$ cat src/rtl/keypad_scanner.sv
// 4x4 active-low matrix keypad scanner with row synchroniser, full-scan debounce
// and a registered status byte {pending, held, 2'b00, code} for the IO block.
module keypad_scanner #(
  parameter int SCAN_DIV       = 50000,
  parameter int DEBOUNCE_SCANS = 4
) (
  input  logic       clk,
  input  logic       rst_n,
  input  logic [3:0] rows_n,
  output logic [3:0] cols_n,
  input  logic       rd_ack,
  output logic [7:0] keypad
);

  localparam int DIV_W = (SCAN_DIV > 2) ? $clog2(SCAN_DIV) : 1;
  localparam int CNT_W = $clog2(DEBOUNCE_SCANS + 1);
  localparam logic [DIV_W-1:0] DIV_LAST = DIV_W'(SCAN_DIV - 1);
  localparam logic [CNT_W-1:0] DB_MAX   = CNT_W'(DEBOUNCE_SCANS);
  localparam logic [CNT_W-1:0] CNT_ONE  = CNT_W'(1);

  typedef enum logic [1:0] {
    S_IDLE,
    S_PRESS_CHK,
    S_HELD,
    S_RELEASE_CHK
  } state_t;

  function automatic logic [2:0] popcount4(input logic [3:0] v);
    logic [2:0] s;
    s = 3'd0;
    for (int i = 0; i < 4; i++) s = s + 3'(v[i]);
    return s;
  endfunction

  function automatic logic [1:0] low_row(input logic [3:0] v);
    logic [1:0] idx;
    idx = 2'd0;
    for (int i = 3; i >= 0; i--) if (v[i]) idx = 2'(i);
    return idx;
  endfunction

  logic [3:0]       r_rows_s1, r_rows_s2;
  logic [DIV_W-1:0] r_div;
  logic [1:0]       r_col;
  logic [1:0]       r_acc_n;
  logic [3:0]       r_acc_code;
  state_t           r_state;
  logic [CNT_W-1:0] r_count;
  logic [3:0]       r_cand;
  logic [3:0]       r_code;
  logic             r_held;
  logic             r_pend;

  logic             w_last;
  logic             w_scan_done;
  logic [3:0]       w_lows;
  logic [2:0]       w_pc;
  logic [2:0]       w_sum;
  logic [1:0]       w_acc_n;
  logic [3:0]       w_acc_code;
  logic             w_none;
  logic             w_single;
  state_t           w_state;
  logic [CNT_W-1:0] w_count;
  logic [CNT_W-1:0] w_count_inc;
  logic [3:0]       w_cand;
  logic             w_confirm;
  logic             w_release;

  assign w_last      = (r_div == DIV_LAST);
  assign w_scan_done = w_last && (r_col == 2'd3);
  assign w_lows      = ~r_rows_s2;
  assign w_pc        = popcount4(w_lows);
  assign w_sum       = {1'b0, r_acc_n} + w_pc;
  // Accumulator saturates at 2: beyond "more than one key" the exact count is irrelevant.
  assign w_acc_n     = (w_sum >= 3'd2) ? 2'd2 : w_sum[1:0];
  assign w_acc_code  = (r_acc_n == 2'd0 && w_pc == 3'd1) ? {low_row(w_lows), r_col} : r_acc_code;
  assign w_none      = (w_acc_n == 2'd0);
  assign w_single    = (w_acc_n == 2'd1);
  assign w_count_inc = r_count + CNT_ONE;

  always_comb begin
    w_state   = r_state;
    w_count   = r_count;
    w_cand    = r_cand;
    w_confirm = 1'b0;
    w_release = 1'b0;
    if (w_scan_done) begin
      case (r_state)
        S_IDLE: begin
          if (w_single) begin
            w_cand = w_acc_code;
            if (DEBOUNCE_SCANS == 1) begin
              w_confirm = 1'b1;
              w_state   = S_HELD;
              w_count   = '0;
            end else begin
              w_count = CNT_ONE;
              w_state = S_PRESS_CHK;
            end
          end
        end
        S_PRESS_CHK: begin
          if (w_single && w_acc_code == r_cand) begin
            if (w_count_inc >= DB_MAX) begin
              w_confirm = 1'b1;
              w_state   = S_HELD;
              w_count   = '0;
            end else begin
              w_count = w_count_inc;
            end
          end else begin
            w_state = S_IDLE;
            w_count = '0;
          end
        end
        S_HELD: begin
          if (w_none) begin
            if (DEBOUNCE_SCANS == 1) begin
              w_release = 1'b1;
              w_state   = S_IDLE;
              w_count   = '0;
            end else begin
              w_count = CNT_ONE;
              w_state = S_RELEASE_CHK;
            end
          end
        end
        default: begin
          if (w_none) begin
            if (w_count_inc >= DB_MAX) begin
              w_release = 1'b1;
              w_state   = S_IDLE;
              w_count   = '0;
            end else begin
              w_count = w_count_inc;
            end
          end else begin
            w_state = S_HELD;
            w_count = '0;
          end
        end
      endcase
    end
  end

  always_ff @(posedge clk or negedge rst_n) begin
    if (!rst_n) begin
      r_rows_s1  <= 4'hF;
      r_rows_s2  <= 4'hF;
      r_div      <= '0;
      r_col      <= 2'd0;
      r_acc_n    <= 2'd0;
      r_acc_code <= 4'd0;
      r_state    <= S_IDLE;
      r_count    <= '0;
      r_cand     <= 4'd0;
      r_code     <= 4'd0;
      r_held     <= 1'b0;
      r_pend     <= 1'b0;
    end else begin
      r_rows_s1 <= rows_n;
      r_rows_s2 <= r_rows_s1;
      if (w_last) begin
        r_div <= '0;
        r_col <= r_col + 2'd1;
        // Column 3 closes the scan; the FSM consumes w_acc_* this cycle.
        if (r_col == 2'd3) begin
          r_acc_n    <= 2'd0;
          r_acc_code <= 4'd0;
        end else begin
          r_acc_n    <= w_acc_n;
          r_acc_code <= w_acc_code;
        end
      end else begin
        r_div <= r_div + DIV_W'(1);
      end
      r_state <= w_state;
      r_count <= w_count;
      r_cand  <= w_cand;
      if (w_confirm) r_code <= w_cand;
      if (w_confirm)      r_held <= 1'b1;
      else if (w_release) r_held <= 1'b0;
      // A confirm in the same cycle as rd_ack must leave the flag set.
      r_pend <= w_confirm | (r_pend & ~rd_ack);
    end
  end

  assign cols_n = ~(4'b0001 << r_col);
  assign keypad = {r_pend, r_held, 2'b00, r_code};

endmodule

$ cat config.mk
export PLATFORM = sky130hd
export DESIGN_NAME = keypad_scanner
export DESIGN_NICKNAME = d
export VERILOG_FILES = /design/src/rtl/keypad_scanner.sv
export SDC_FILE = /design/constraint.sdc
export NUM_CORES = 1
export LEC_CHECK = 0
export ABC_AREA = 1
export CAP_MARGIN = 20
export CORE_MARGIN = 1.5
export CORE_UTILIZATION = 45
export CTS_CLUSTER_SIZE = 28
export DETAILED_ROUTE_END_ITERATION = 10
export GPL_TIMING_DRIVEN = 0
export PLACE_DENSITY = 0.73
export SLEW_MARGIN = 20
export SYNTH_ARGS = -nofsm -noshare
export SYNTH_HDL_FRONTEND = slang
export SYNTH_SLANG_ARGS = --single-unit
$ cat constraint.sdc
create_clock -name clk -period 6.6 [get_ports clk]
set_input_delay 1.32 -clock clk [delete_from_list [all_inputs] [get_ports clk]]
set_output_delay 1.32 -clock clk [all_outputs]
set_load 0.005 [all_outputs]
Yosys cells after proc, flatten, opt, wreduce, memory -nomap -nowiden:

Cells that the tools add are included.

* output and inout bits: 12
* logic and storage cells: 82
* bits of input ports: 7
* flip-flop bits (word level): 47

* reductions and logical operators: 10
* add/subtract/negate cells: 7
* order comparisons: 2
* muxes and demuxes: 34
* shifts and indexed selects: 1
* bitwise logic cells: 5
* eq/ne operators: 11

Operators by type and width (count)
* two-way mux 2 bit: 12
* two-way mux 4 bit: 5
* adder 16 x 1 -> 16 bit, second input constant: 1
* equality test 16 bit, second input constant: 1
* two-way mux 16 bit: 1
* two-way mux 3 bit: 5
* two-way mux 1 bit: 9
* one-hot mux 3 bit (3 select lines): 1
* NOT 4 bit: 2
* zero test 2 bit: 3
* one-hot mux 2 bit (3 select lines): 1
* != test 5 x 1 -> 1 bit, second input constant: 1
* AND reduction 5 bit: 1
* equality test 2 x 1 -> 1 bit, second input constant: 2
* equality test 2 bit, second input constant: 2
* equality test 4 bit: 1
* != test 2 bit, second input constant: 2
* << shifter 1 x 2 -> 4 bit, first input constant: 1
* adder 2 x 1 -> 3 bit: 1
* adder 2 x 3 -> 3 bit: 1
* adder 3 x 1 -> 3 bit: 1
* adder 3 x 1 -> 3 bit, second input constant: 1
* equality test 3 x 1 -> 1 bit, second input constant: 1
* >= comparator 3 x 2 -> 1 bit, second input constant: 1
* 11 further kinds: 13

Logic depth before layout (Yosys ltp):

* depth after elaboration: 13
* depth in mapped cells: 18
* mapped depth without buffers: 18

Worst setup path before layout:

Ideal clock, no wire load.

* path kind: flip-flop to flip-flop
* start: register r_rows_s2[0]
* end: register r_state[0]
* setup time: 0.117 ns
* period minus slack after synthesis: 3.065 ns
* arrival: 2.948 ns
* data required time: 6.483 ns
* slack: 3.535 ns
* stages on the path, launching flop included: 16
* buffers on the path: 0
* cells stage by stage: dfstp_2 inv_1 fa_1 ha_1 ha_1 fa_1 a21oi_2 o21ai_2 nor2_4 nand3_2 nor2_4 nand2_4 nand2_4 nand2_2 nand3b_1 nand2_1

* longest elaborated chain between the ends: 11
* elaborated cells between the ends (all ways): 23
* classes of those cells: 4 x add/sub; 1 x order compare; 7 x eq/ne; 6 x mux; 1 x bitwise; 4 x reduce/logical

Ends and longest elaborated chain
* start, declared: RTL line 42 `logic [3:0] r_rows_s1, r_rows_s2;`
* start signal, assigned: RTL line 163 `r_rows_s2 <= r_rows_s1;`
* NOT 4 bit *: RTL line 72 `assign w_lows = ~r_rows_s2;`
* adder 1 x 1 -> 2 bit: RTL line 31 `for (int i = 0; i < 4; i++) s = s + 3'(v[i]);`
* adder 2 x 1 -> 3 bit: RTL line 31
* adder 3 x 1 -> 3 bit: RTL line 31
* adder 2 x 3 -> 3 bit or equality test 3 x 1 -> 1 bit (tied branches): RTL line 74, 77
* >= comparator 3 x 2 -> 1 bit or logical AND 1 bit (tied branches): RTL line 76, 77
* two-way mux 2 bit or two-way mux 4 bit (tied branches): RTL line 76, 77
* equality test 2 x 1 -> 1 bit or equality test 4 bit (tied branches): RTL line 79, 104
* logical AND 1 bit: RTL line 104 `if (w_single && w_acc_code == r_cand) begin`
* != test 3 bit (no source line) or two-way mux 2 bit (tied branches)
* AND reduction 5 bit (no source line) or one-hot mux 2 bit (3 select lines) (tied branches)
* end signal, assigned: RTL line 178 `r_state <= w_state;`
* end, declared: RTL line 47 `state_t r_state;`

Every way passes the cells marked *; elsewhere a longest branch is shown, timed or not.
A chain may end at the register's enable or synchronous reset.

Final worst setup path:

* start: register r_rows_s2[0]
* end: register r_code[3]

* longest elaborated chain between the ends: 12
* elaborated cells between the ends (all ways): 20
* classes of those cells: 4 x add/sub; 1 x order compare; 3 x eq/ne; 9 x mux; 1 x bitwise; 2 x reduce/logical

Ends and longest elaborated chain
* NOT 4 bit *: RTL line 72
* adder 1 x 1 -> 2 bit: RTL line 31
* adder 2 x 1 -> 3 bit: RTL line 31
* adder 3 x 1 -> 3 bit: RTL line 31
* adder 2 x 3 -> 3 bit or equality test 3 x 1 -> 1 bit (tied branches): RTL line 74, 77
* >= comparator 3 x 2 -> 1 bit or logical AND 1 bit (tied branches): RTL line 76, 77
* two-way mux 2 bit or two-way mux 4 bit (tied branches): RTL line 76, 77
* equality test 2 x 1 -> 1 bit or equality test 4 bit (tied branches): RTL line 79, 104
* logical AND 1 bit: RTL line 104
* two-way mux 1 bit: RTL line 104
* two-way mux 1 bit: RTL line 89 `case (r_state)`
* two-way mux 1 bit: RTL line 88 `if (w_scan_done) begin`
* end signal, assigned: RTL line 181 `if (w_confirm) r_code <= w_cand;`
* end, declared: RTL line 50 `logic [3:0] r_code;`

Marks and branches as above.

==> results.toml <==
[outcome]
status = "finished clean"

[power]
p_leak_nw = 1.50
powerDensity_mw_per_mm2 = 180
vdd_drop_max_mv = 0.125
finalPower_mw = 0.541

[clock_tree]
cts_root_buf = "clkbuf_8"
cts.sinks = 47
cts_buffers = 5
cts_tree = "built"
postCtsResizedCells = 0
postCtsSetupRepairBufs = 0
h-tree-depth = 2
cts_buffer_depth = 2
clk_pin_slew_worst_paths_ns = 0.08
cts_hold_buffers = 0
worst_skew_pair.late_latency_ns = 0.30

[sta]
fin_worst_skew_ns = 0.00790
drv_slew = 0
rsz0062_at_grt = "false"
max_freq_mhz = 301
setup_tns_ns = 0
relSlewSlack_pct = 64.3
hold_violations = 0
setup_viol = 0
fin_crit_ns = 3.32
fin_hold_ws_ns = 0.358
worstMarginPinSlew_ns = 0.531
period_share_pct = 50.4

[die]
fp.coreArea_mm2 = 0.00557
fp.dieW_um = 79.6
start_util_pct = 47.4
die_h_um = 79.6
die-area_mm2 = 0.00634
boundaryPins = 19
num_rows = 27

[setup_path]
start_kind = "register"
cp-end-kind = "register"
setup.worst_path.end = "r_code[3]"
critPathMaxStageDelay_ns = 0.56
crit_arrival_ns = 3.52
r2r-end = "r_code[3]"
r2r-start = "r_rows_s2[0]"
cp_cell_sequence = "inv_1 > fa_1 > ha_1 > ha_1 > fa_1 > a21oi_2 > o21ai_2 > nor2_4 > nand3_2 > nor2_4 > nand3_1 > nand2_1 > nand2_1"
slowest_stage = "dfstp_2"
worstPathRequired_ns = 6.80
rr_worst_depth = 13
criticalPathCategory = "reg2reg"
r2r_slack_ns = 3.28
cp_max_fo = 6
cp-startpoint = "r_rows_s2[0]"

[synth]
ys_async_sr_fraction_pct = 100
synthAdderAreaFrac_pct = 7.68
synth_compound_area_share_pct = 7.06
synth_top_family_by_area = "simple AND/OR/NAND/NOR gates"
synth_seq_cells = 47
synth_area_mm2 = 0.00264
yosysTopAreaCellShare_pct = 37.0
post-synth-top-count-cell = "nand2_1"
syn_area_per_cell_um2 = 8.57
ys_types = 36
ys_seq_area_share_pct = 44.9
synth_mux_area_share_pct = 0
synth-edff-count = 0
yosys_warnings = 0
netlist_instances = 308
synthXorXnorAreaFrac_pct = 1.33
synth.largest_area_cell = "dfrtp_1"
synth_commonest_cells = "nand2_1, inv_1, dfrtp_1"
synth_area_leaders = "dfrtp_1, nand2_1, dfstp_2"
synth_top_flop_cell = "dfrtp_1"
synthSimpleGateAreaFrac_pct = 30.5

[drt]
drtPass1Iterations = 4
drc = 0
detail-route-antenna-nets = 0
routed_via_density = 4.98
wl_mm = 4.80
num_vias = 2021
drt_iter0_markers = 135
avgRoutedWirePerCell_um = 11.8

[grt]
grtUsageTotal_pct = 17.8
antenna_found_initial = 0
grt_start_max_net_pins = 30
grt_pass1_wl_mm = 8.83
globalRouteOverflowTotal = 0
grt_pass1_vias = 2034

[placed_design]
port_buffers = 16
finalWeightedCongestion = 0.832
dpl.hpwl_mm = 3.74
placedCellCount = 398

[cells_and_area]
fin_nets = 355
areaGrowthSynthToFinish_pct = 14.0
instances_no_fill = 406
antennaDiodeCount = 0
utilization_pct = 54.0
layout-drive-gt1-share_pct = 17.7

[run]
drv_cap = 0

[min_path]
min_path_type = "reg2reg"
## layout make-up
class,instances,area [um^2]
Tap cell,72,90.1
Buffer,6,37.5
Inverter,49,184
Clock buffer,8,100
Fill cell,514,2560
Multi-Input combinational cell,207,1240
Timing Repair Buffer,17,175
Sequential cell,47,1190
## cell families after synthesis
family,after synthesis
AO/OA/AOI/OAI,33
XOR/XNOR,4
adder cells (fa/ha/maj),15
flip-flops,47
other,1
AND/OR/NAND/NOR,153
buffers and inverters,55
## registers in the layout (all words and copies together), names as in the netlist
| name | flops |
|---|---|
| r_col | 2 |
| r_acc_code | 4 |
| r_div | 16 |
| r_held | 1 |
| r_acc_n | 2 |
| r_count | 3 |
| r_state | 2 |
| r_rows_s1 | 4 |
| r_pend | 1 |
| r_rows_s2 | 4 |
| r_code | 4 |
| r_cand | 4 |
## metal layers
layer	global-route usage (%)	vias to the layer above	share of wire, %
met4	5.26	0	0.83
met3	4.11	4	2.7
met1	22.4	962	47
met5	0	-	0
li1	-	1030	-
met2	30.4	25	49
## metrics by stage
stage          area [um^2]  setup WS (ns)
2_1_floorplan         2640           3.53
3_3_place_gp          2890           2.91
3_5_place_dp          2910           3.26
4_1_cts               3010           3.24
5_1_grt               3010           3.00
6_report              3010           3.28
## power by group
part           switching (mW)  total [mW]  internal [mW]
Combinational          0.0392      0.0595         0.0203
Clock                  0.0929       0.189         0.0957
Sequential            0.00123       0.293          0.292
Total                   0.133       0.541          0.408
## cell usage in the layout, fill, tap and decap left out, drive strengths merged
cell type / instances
xnor2: 1
ha: 13
nand4: 11
clkbuf: 10
inv: 49
conb: 2
a31oi: 2
buf: 6
nor4: 2
dfrtp: 39
nand3: 19
nand2: 83
nor2: 31
dfstp: 8
o22ai: 1
o32ai: 1
nor3: 4
and3: 1
o21ai: 18
fa: 2
nand3b: 2
clkdlybuf4s50: 15
o211ai: 1
xor2: 3
a21oi: 10
## how the worst min path moves through the flow
stage	slack (ns)	from	end	cells after the start
final	0.36	r_rows_s1[2]	r_rows_s2[2]	0
after global routing	0.36	r_rows_s1[3]	r_rows_s2[3]	0
after CTS	0.36	r_rows_s1[2]	r_rows_s2[2]	0
after detailed placement	0.35	r_rows_s1[2]	r_rows_s2[2]	0
after global placement	0.35	r_rows_s1[3]	r_rows_s2[3]	0
after floorplan	0.35	r_rows_s1[0]	r_rows_s2[0]	0
## critical path: cells and delay by family, from the launching register on
| family | cells | cell delay, ns |
|---|---|---|
| adders and majority gates | 4 | 1.49 |
| and+or+nand+nor | 6 | 0.81 |
| DFF | 1 | 0.56 |
| AOI/OAI and AO/OA | 2 | 0.29 |
| buffers and inverters | 1 | 0.06 |
Power figures use the tool's default switching activity.
